===== src/rtl/link_pkg.sv =====
// Shared link definitions: message type codes, frame geometry and scheduler state encoding.
// Also used by the link RX decoder and TX serializer.
package link_pkg;

  localparam logic [1:0] MSG_CONNECT = 2'd0;
  localparam logic [1:0] MSG_START   = 2'd1;
  localparam logic [1:0] MSG_FINISH  = 2'd2;
  localparam logic [1:0] MSG_CELL    = 2'd3;

  localparam int FRAME_W   = 14;
  localparam int PAYLOAD_W = 12;

  localparam logic [1:0] ST_IDLE     = 2'd0;
  localparam logic [1:0] ST_SEND     = 2'd1;
  localparam logic [1:0] ST_WAIT_ACK = 2'd2;
  localparam logic [1:0] ST_RESP     = 2'd3;

  // Fixed priority: the lowest set request index wins.
  function automatic logic [1:0] lowest_req(input logic [3:0] r);
    logic [1:0] idx;
    idx = 2'd0;
    for (int i = 3; i >= 0; i--) begin
      if (r[i]) idx = 2'(i);
    end
    return idx;
  endfunction

endpackage


===== src/rtl/link_ack_timer.sv =====
// Ack wait timer: cleared when a frame is accepted, counts while enabled,
// and flags expiry on its final count (ACK_TIMEOUT-1).
module link_ack_timer #(
  parameter int ACK_TIMEOUT = 1000000
) (
  input  logic clk,
  input  logic reset,
  input  logic clear,
  input  logic enable,
  output logic expire
);

  localparam int W = (ACK_TIMEOUT > 2) ? $clog2(ACK_TIMEOUT) : 1;
  localparam logic [W-1:0] LAST = W'(ACK_TIMEOUT - 1);

  logic [W-1:0] count_q;
  logic [W-1:0] count_d;

  always_comb begin
    count_d = count_q;
    if (clear) begin
      count_d = '0;
    end else if (enable) begin
      count_d = count_q + 1'b1;
    end
  end

  always_ff @(posedge clk) begin
    if (reset) begin
      count_q <= '0;
    end else begin
      count_q <= count_d;
    end
  end

  assign expire = (count_q == LAST);

endmodule


===== src/rtl/link_scheduler.sv =====
// Grants one of four link requesters at a time, offers its frame to the TX serializer,
// then waits for the peer's ack with timeout-driven retransmission.
module link_scheduler
  import link_pkg::*;
#(
  parameter int ACK_TIMEOUT = 1000000,
  parameter int MAX_RETRY   = 3
) (
  input  logic                 clk,
  input  logic                 reset,
  input  logic [3:0]           req,
  input  logic [PAYLOAD_W-1:0] cell_payload,
  output logic [FRAME_W-1:0]   tx_frame,
  output logic                 tx_valid,
  input  logic                 tx_ready,
  input  logic                 rx_ack,
  input  logic [1:0]           rx_ack_type,
  output logic [3:0]           done,
  output logic [3:0]           fail,
  output logic                 busy,
  output logic                 link_error
);

  localparam int RW = (MAX_RETRY < 2) ? 1 : $clog2(MAX_RETRY + 1);

  logic [1:0]         state_q, state_d;
  logic [1:0]         idx_q, idx_d;
  logic [FRAME_W-1:0] frame_q, frame_d;
  logic [RW-1:0]      retry_q, retry_d;
  logic [3:0]         done_q, done_d;
  logic [3:0]         fail_q, fail_d;
  logic               link_error_q, link_error_d;
  logic               timer_clear;
  logic               timer_expire;

  link_ack_timer #(
    .ACK_TIMEOUT(ACK_TIMEOUT)
  ) u_ack_timer (
    .clk    (clk),
    .reset  (reset),
    .clear  (timer_clear),
    .enable (state_q == ST_WAIT_ACK),
    .expire (timer_expire)
  );

  always_comb begin
    state_d      = state_q;
    idx_d        = idx_q;
    frame_d      = frame_q;
    retry_d      = retry_q;
    done_d       = 4'b0000;
    fail_d       = 4'b0000;
    link_error_d = link_error_q;
    timer_clear  = 1'b0;
    case (state_q)
      ST_IDLE: begin
        if (|req) begin
          idx_d   = lowest_req(req);
          frame_d = {idx_d, (idx_d == MSG_CELL) ? cell_payload : {PAYLOAD_W{1'b0}}};
          retry_d = '0;
          state_d = ST_SEND;
        end
      end
      ST_SEND: begin
        if (tx_ready) begin
          timer_clear = 1'b1;
          state_d     = ST_WAIT_ACK;
        end
      end
      ST_WAIT_ACK: begin
        // A matching ack wins over a simultaneous timer expiry.
        if (rx_ack && (rx_ack_type == frame_q[FRAME_W-1 -: 2])) begin
          done_d  = 4'b0001 << idx_q;
          state_d = ST_RESP;
        end else if (timer_expire) begin
          if (retry_q < RW'(MAX_RETRY)) begin
            retry_d = retry_q + 1'b1;
            state_d = ST_SEND;
          end else begin
            fail_d       = 4'b0001 << idx_q;
            link_error_d = 1'b1;
            state_d      = ST_RESP;
          end
        end
      end
      default: begin
        state_d = ST_IDLE;
      end
    endcase
  end

  always_ff @(posedge clk) begin
    if (reset) begin
      state_q      <= ST_IDLE;
      idx_q        <= 2'd0;
      frame_q      <= '0;
      retry_q      <= '0;
      done_q       <= 4'b0000;
      fail_q       <= 4'b0000;
      link_error_q <= 1'b0;
    end else begin
      state_q      <= state_d;
      idx_q        <= idx_d;
      frame_q      <= frame_d;
      retry_q      <= retry_d;
      done_q       <= done_d;
      fail_q       <= fail_d;
      link_error_q <= link_error_d;
    end
  end

  assign tx_frame   = frame_q;
  assign tx_valid   = (state_q == ST_SEND);
  assign busy       = (state_q != ST_IDLE);
  assign done       = done_q;
  assign fail       = fail_q;
  assign link_error = link_error_q;

endmodule


===== config.mk =====
export PLATFORM = sky130hd
export DESIGN_NAME = link_scheduler
export DESIGN_NICKNAME = d
export VERILOG_FILES = /design/src/rtl/link_pkg.sv /design/src/rtl/link_ack_timer.sv /design/src/rtl/link_scheduler.sv
export SDC_FILE = /design/constraint.sdc
export NUM_CORES = 1
export LEC_CHECK = 0
export BUFFER_PORTS_ARGS = -buffer_cell sky130_fd_sc_hd__buf_2
export CAP_MARGIN = 20
export CORE_MARGIN = 1.5
export CORE_UTILIZATION = 45
export CTS_CLUSTER_DIAMETER = 200
export DETAILED_ROUTE_END_ITERATION = 10
export HOLD_SLACK_MARGIN = 0.03
export PLACE_DENSITY = 0.7
export SYNTH_ARGS = -nofsm -noshare
export SYNTH_HDL_FRONTEND = slang
export SYNTH_HIERARCHICAL = 1
export SYNTH_SLANG_ARGS = --single-unit

===== constraint.sdc =====
create_clock -name clk -period 3.71 [get_ports clk]
set_clock_uncertainty 0.15 [all_clocks]
set_input_delay 0.742 -clock clk [delete_from_list [all_inputs] [get_ports clk]]
set_output_delay 0.742 -clock clk [all_outputs]
set_load 0.01 [all_outputs]

### Word level (Yosys, flattened, before mapping)

Index checks and enable logic that the tools add are counted.

* logic and storage cells: 59
* bits of input ports: 22
* output and inout bits: 25
* register bits: 49

* $add $sub $neg: 2
* equal/unequal tests: 11
* magnitude comparators: 1
* bitwise operators: 4
* multiplexer cells: 20
* shift operators: 1
* reduce and logical (&&, ||, !) cells: 12

Operator list (number)
* two-way mux 2 bit: 15
* adder 20 x 1 -> 20 bit (second input constant): 1
* equality test 20 bit (second input constant): 1
* two-way mux 12 bit: 1
* != test 2 bit (second input constant): 4
* case mux 2 bit (3 select lines): 1
* AND reduction 5 bit: 1
* OR reduction 5 bit: 1
* equality test 2 bit (second input constant): 2
* inverter 1 bit: 4
* case mux 2 bit (2 select lines): 1
* AND reduction 4 bit: 1
* nonzero test 2 bit: 2
* OR reduction 4 bit: 1
* left shift 1 x 2 -> 4 bit (first input constant): 1
* != test 3 bit (second input constant): 1
* AND reduction 3 bit: 1
* OR reduction 3 bit: 1
* adder 2 x 1 -> 2 bit (second input constant): 1
* equality test 2 x 1 -> 1 bit (second input constant): 1
* equality test 2 bit: 1
* logical NOT 2 bit: 1
* < comparator 2 bit (second input constant): 1
* two-way mux 1 bit: 2
* other kinds (4): 4

### Logic depth before layout (Yosys ltp)

* depth in word-level cells: 8
* depth in mapped cells: 8
* gate-level depth less buffers: 7

### Modules after synthesis

The synthesis kept the hierarchy.

By module, submodules not included
* link_scheduler: cells an instance 128, sequential area each 540.5 um^2, times used 1, area each 1098.6 um^2
* link_ack_timer: cells an instance 113, sequential area each 400.4 um^2, times used 1, area each 957.2 um^2

### Worst setup path before layout

No wires, ideal clock.

* path type: register to register
* start: register state_q[1]
* end: register u_ack_timer.count_q[19]
* stages on the path, launching flop included: 7
* arrival: 1.865 ns
* setup slack: 1.625 ns
* setup time: 0.070 ns
* data required time: 3.490 ns
* buffers on the path: 0
* clock period less this slack: 2.085 ns
* cells stage by stage: dfxtp_1 nand2b_1 inv_1 nand3_1 or4_4 or3_1 a21oi_1

* longest elaborated chain between the ends: 3
* elaborated cells between the ends (all ways): 4
* those cells by class: eq/ne (2); mux (1); reduce/logical (1)

Ends and longest elaborated chain
* start: declaration: RTL line link_scheduler.sv:26 `logic [1:0] state_q, state_d;`
* start signal: assignment: RTL line link_scheduler.sv:102 `state_q <= state_d;`
* equality test 2 x 1 -> 1 bit: RTL line link_scheduler.sv:55 `case (state_q)`
* two-way mux 1 bit: RTL line link_scheduler.sv:55
* OR reduction 2 bit (no line)
* end signal: assignment: RTL line link_ack_timer.sv:32 `count_q <= count_d;`
* end: declaration: RTL line link_ack_timer.sv:16 `logic [W-1:0] count_q;`

Parallel ways exist; a longest one is shown, timed or not.
A chain may end at the register's enable or synchronous reset.

### Worst setup path in the final report

* start: register state_q[1]
* end: register u_ack_timer.count_q[17]

Same word-level chain as after synthesis.

==> run summary <==
Hold Vio Cnt, Final - 0
DR vias - 1779
Rows - 24
Post-CTS Resized - 0
Synthesis-to-layout area growth - 17.6%
CTS sink count - 47
Cts bufs inserted - 5
Die area - 4980 um^2
Post-Synth Adder-Cell Area - 1.22%
Post-Layout Cell Count - 336
VDD IR max - 0.000245 V
Crit end category - flip-flop
CTS root buffer - clkbuf_8
CP max FO - 8
Most frequent cells in the layout - dfxtp_1 (47), buf_2 (46), nand2_1 (28)
Critical path class - reg2reg
Synth cell types - 41
DRT Pass-1 Iters - 4
Simple-Gate Fraction of Synth Area - 29.0%
First-pass GRT wire length - 7190 um
CTS HTree Levels - 2
Remaining DRCs - 0
Initial drt markers - 110
Stages on the worst setup path - 6
Nets - 307
Final slew viol count - 0
Fin crit period - 2.52 ns
Mean Syn Cell Area - 8.53 um^2
Cells after Synth - 241
Antenna violations before repair - 0
Starting density of the core - 46.9%
Max-Cap Viols - 0
Worst-path clk slew - 0.09 ns
Pwr/cell area - 403 nW/um^2
Asr flop ratio synth - 0%
GPL Wtd Cong - 0.803
Layout Cell Area excl Fill - 2420 um^2
CTS tree - yes
Finish-stage setup viols - 0
Xor/xnor share of the synthesized area - 5.48%
Remaining antenna violation count - 0
Design Power - 0.975 mW
Cell Area, Synth - 2060 um^2
Register Area - 941 um^2
Largest net degree at the start of global routing - 24
Ratio of cells with drive above 1 in the final layout - 24.3%
Unrepaired setup endpoints after global routing - no
Period utilization - 67.9%
Vias in the first global route - 1666
Main combinational cell family by area after synthesis - simple AND/OR/NAND/NOR gates
Synth Area in Compound Gates - 13.8%
Ports - 47
Hold crit path type - reg2reg
Post-synth EDFFs - 0
#FFs+latches synth - 47
Outcome - finished, final reports clean
PortBufs - 46
Fill cells - 427
WL final - 4090 um
Commonest non-fill, non-tap cell in the layout - dfxtp_1
Clk buf depth - 2
Postcts setup bufs - 0
Worst relative slew slack - 38.3%
Placed insts - 328
Gr usage total - 17.6%
Register-to-Register Path Depth - 6
Crit path DAT - 2.57 ns
Footprint of the multi-input gates - 1030 um^2
Pleak - 0.982 nW
Area after DPL - 2300 um^2
Core area - 4380 um^2
Clk_lat worst skew - 0.30 ns
Crit path buf inv count - 1
DR WL/cell - 12.2 um
Total grt overflow - 0
Worst slew pin tran - 0.917 ns
Seq/Total Area, Yosys - 45.8%
Aggregate negative setup slack - 0 ns
Crit-path cells - nand2b_1 > inv_1 > nand3_1 > nor4_1 > a31oi_1 > a41o_1
Setup crit start kind - flip-flop
DIE HEIGHT - 70.6 um
Die X - 70.6 um
Hold path cells - 2
Worst stage delay on the critical path - 0.82 ns
Max frequency - 397 MHz
Synth Warn # - 6
Most used DFF post-synth - dfxtp_1
Cell family with most CP delay - simple AND/OR/NAND/NOR gates
Synthesized Nets - 265
Vias/cell - 5.29
Slowest cell on crit path - nor4_1
Post-synthesis mux area share - 0.487%
Diode count - 0
Hold Buf Count CTS - 0
Worst EP required - 3.76 ns
Post-DP HPWL - 2900 um
-- cell usage after synthesis, drive strengths merged (2+ instances only) --
master / count / area [um^2]
ha: 2 / 25.0
and2: 2 / 12.5
nor4: 5 / 43.8
a21oi: 22 / 110
or2: 2 / 12.5
inv: 9 / 33.8
nand3: 7 / 35.0
nor2: 27 / 104
nor3: 8 / 40.0
a31o: 3 / 26.3
o21ai: 6 / 30.0
nand2: 28 / 105
buf: 6 / 31.3
clkbuf: 6 / 22.5
a41o: 3 / 30.0
a31oi: 6 / 43.8
xnor2: 8 / 77.6
dfxtp: 47 / 941
or3: 6 / 42.5
and3: 4 / 25.0
nand2b: 4 / 25.0
xor2: 4 / 35.0
nand4: 16 / 115
-- worst min-delay path, cell delays in order, from the launching register on --
cell	delay [ns]
dfxtp_1	0.31
nand2_1	0.05
a21oi_1	0.05
-- registers in the layout, indices dropped and copies added, names as in the netlist --
register	flops
u_ack_timer/count_q	20
retry_q	2
link_error	1
idx_q	1
fail	4
tx_frame	13
done	4
state_q	2
-- per-stage QoR --
stage | hold slack [ns] | util (%) | setup WS, ns
2_1_floorplan | 0.303 | - | 1.63
3_3_place_gp | 0.288 | 52.6 | 1.24
3_5_place_dp | 0.293 | 52.6 | 1.18
4_1_cts | 0.308 | 55.1 | 1.15
5_1_grt | 0.334 | 55.1 | 0.959
6_report | 0.305 | 55.1 | 1.19
-- power by group --
| group | internal, mW | switching, mW | total, mW |
|---|---|---|---|
| Clock | 0.201 | 0.172 | 0.373 |
| Sequential | 0.510 | 0.00768 | 0.518 |
| Combinational | 0.0316 | 0.0527 | 0.0843 |
| Total | 0.742 | 0.233 | 0.975 |
-- per-layer routing --
metal,up-vias,share of wire [%],GRT usage [%]
met5,-,0,0
li1,932,-,-
met4,0,1.3,5.66
met2,40,45,28.9
met1,801,49,22.2
met3,6,5.0,5.41
-- layout make-up --
cell class                 count  area share [%]
tap                           52            2.69
clock buffer                   5            2.85
sequential                    47            38.9
multi-input combinational    173            42.5
clock inverter                 3            1.81
timing repair buffer          47            9.83
inverter                       9            1.40
-- worst paths after layout --
check	startpoint	to	slack, ns
setup / recovery	state_q[1]$_SDFFE_PP0P_	u_ack_timer/count_q[17]$_SDFFE_PP0P_	1.19
hold / removal	tx_frame[1]$_SDFFE_PP0P_	tx_frame[1]$_SDFFE_PP0P_	0.30
hold reg to reg	tx_frame[1]$_SDFFE_PP0P_	tx_frame[1]$_SDFFE_PP0P_	0.30
setup reg to reg	state_q[1]$_SDFFE_PP0P_	u_ack_timer/count_q[17]$_SDFFE_PP0P_	1.19
-- cell families after synthesis --
logic type,after synthesis
XOR/XNOR,12
AO/OA/AOI/OAI,45
AND/OR/NAND/NOR,113
flip-flops,47
multiplexers,1
adder cells (fa/ha/maj),2
buffers and inverters,21
Power figures use the tool's default switching activity.
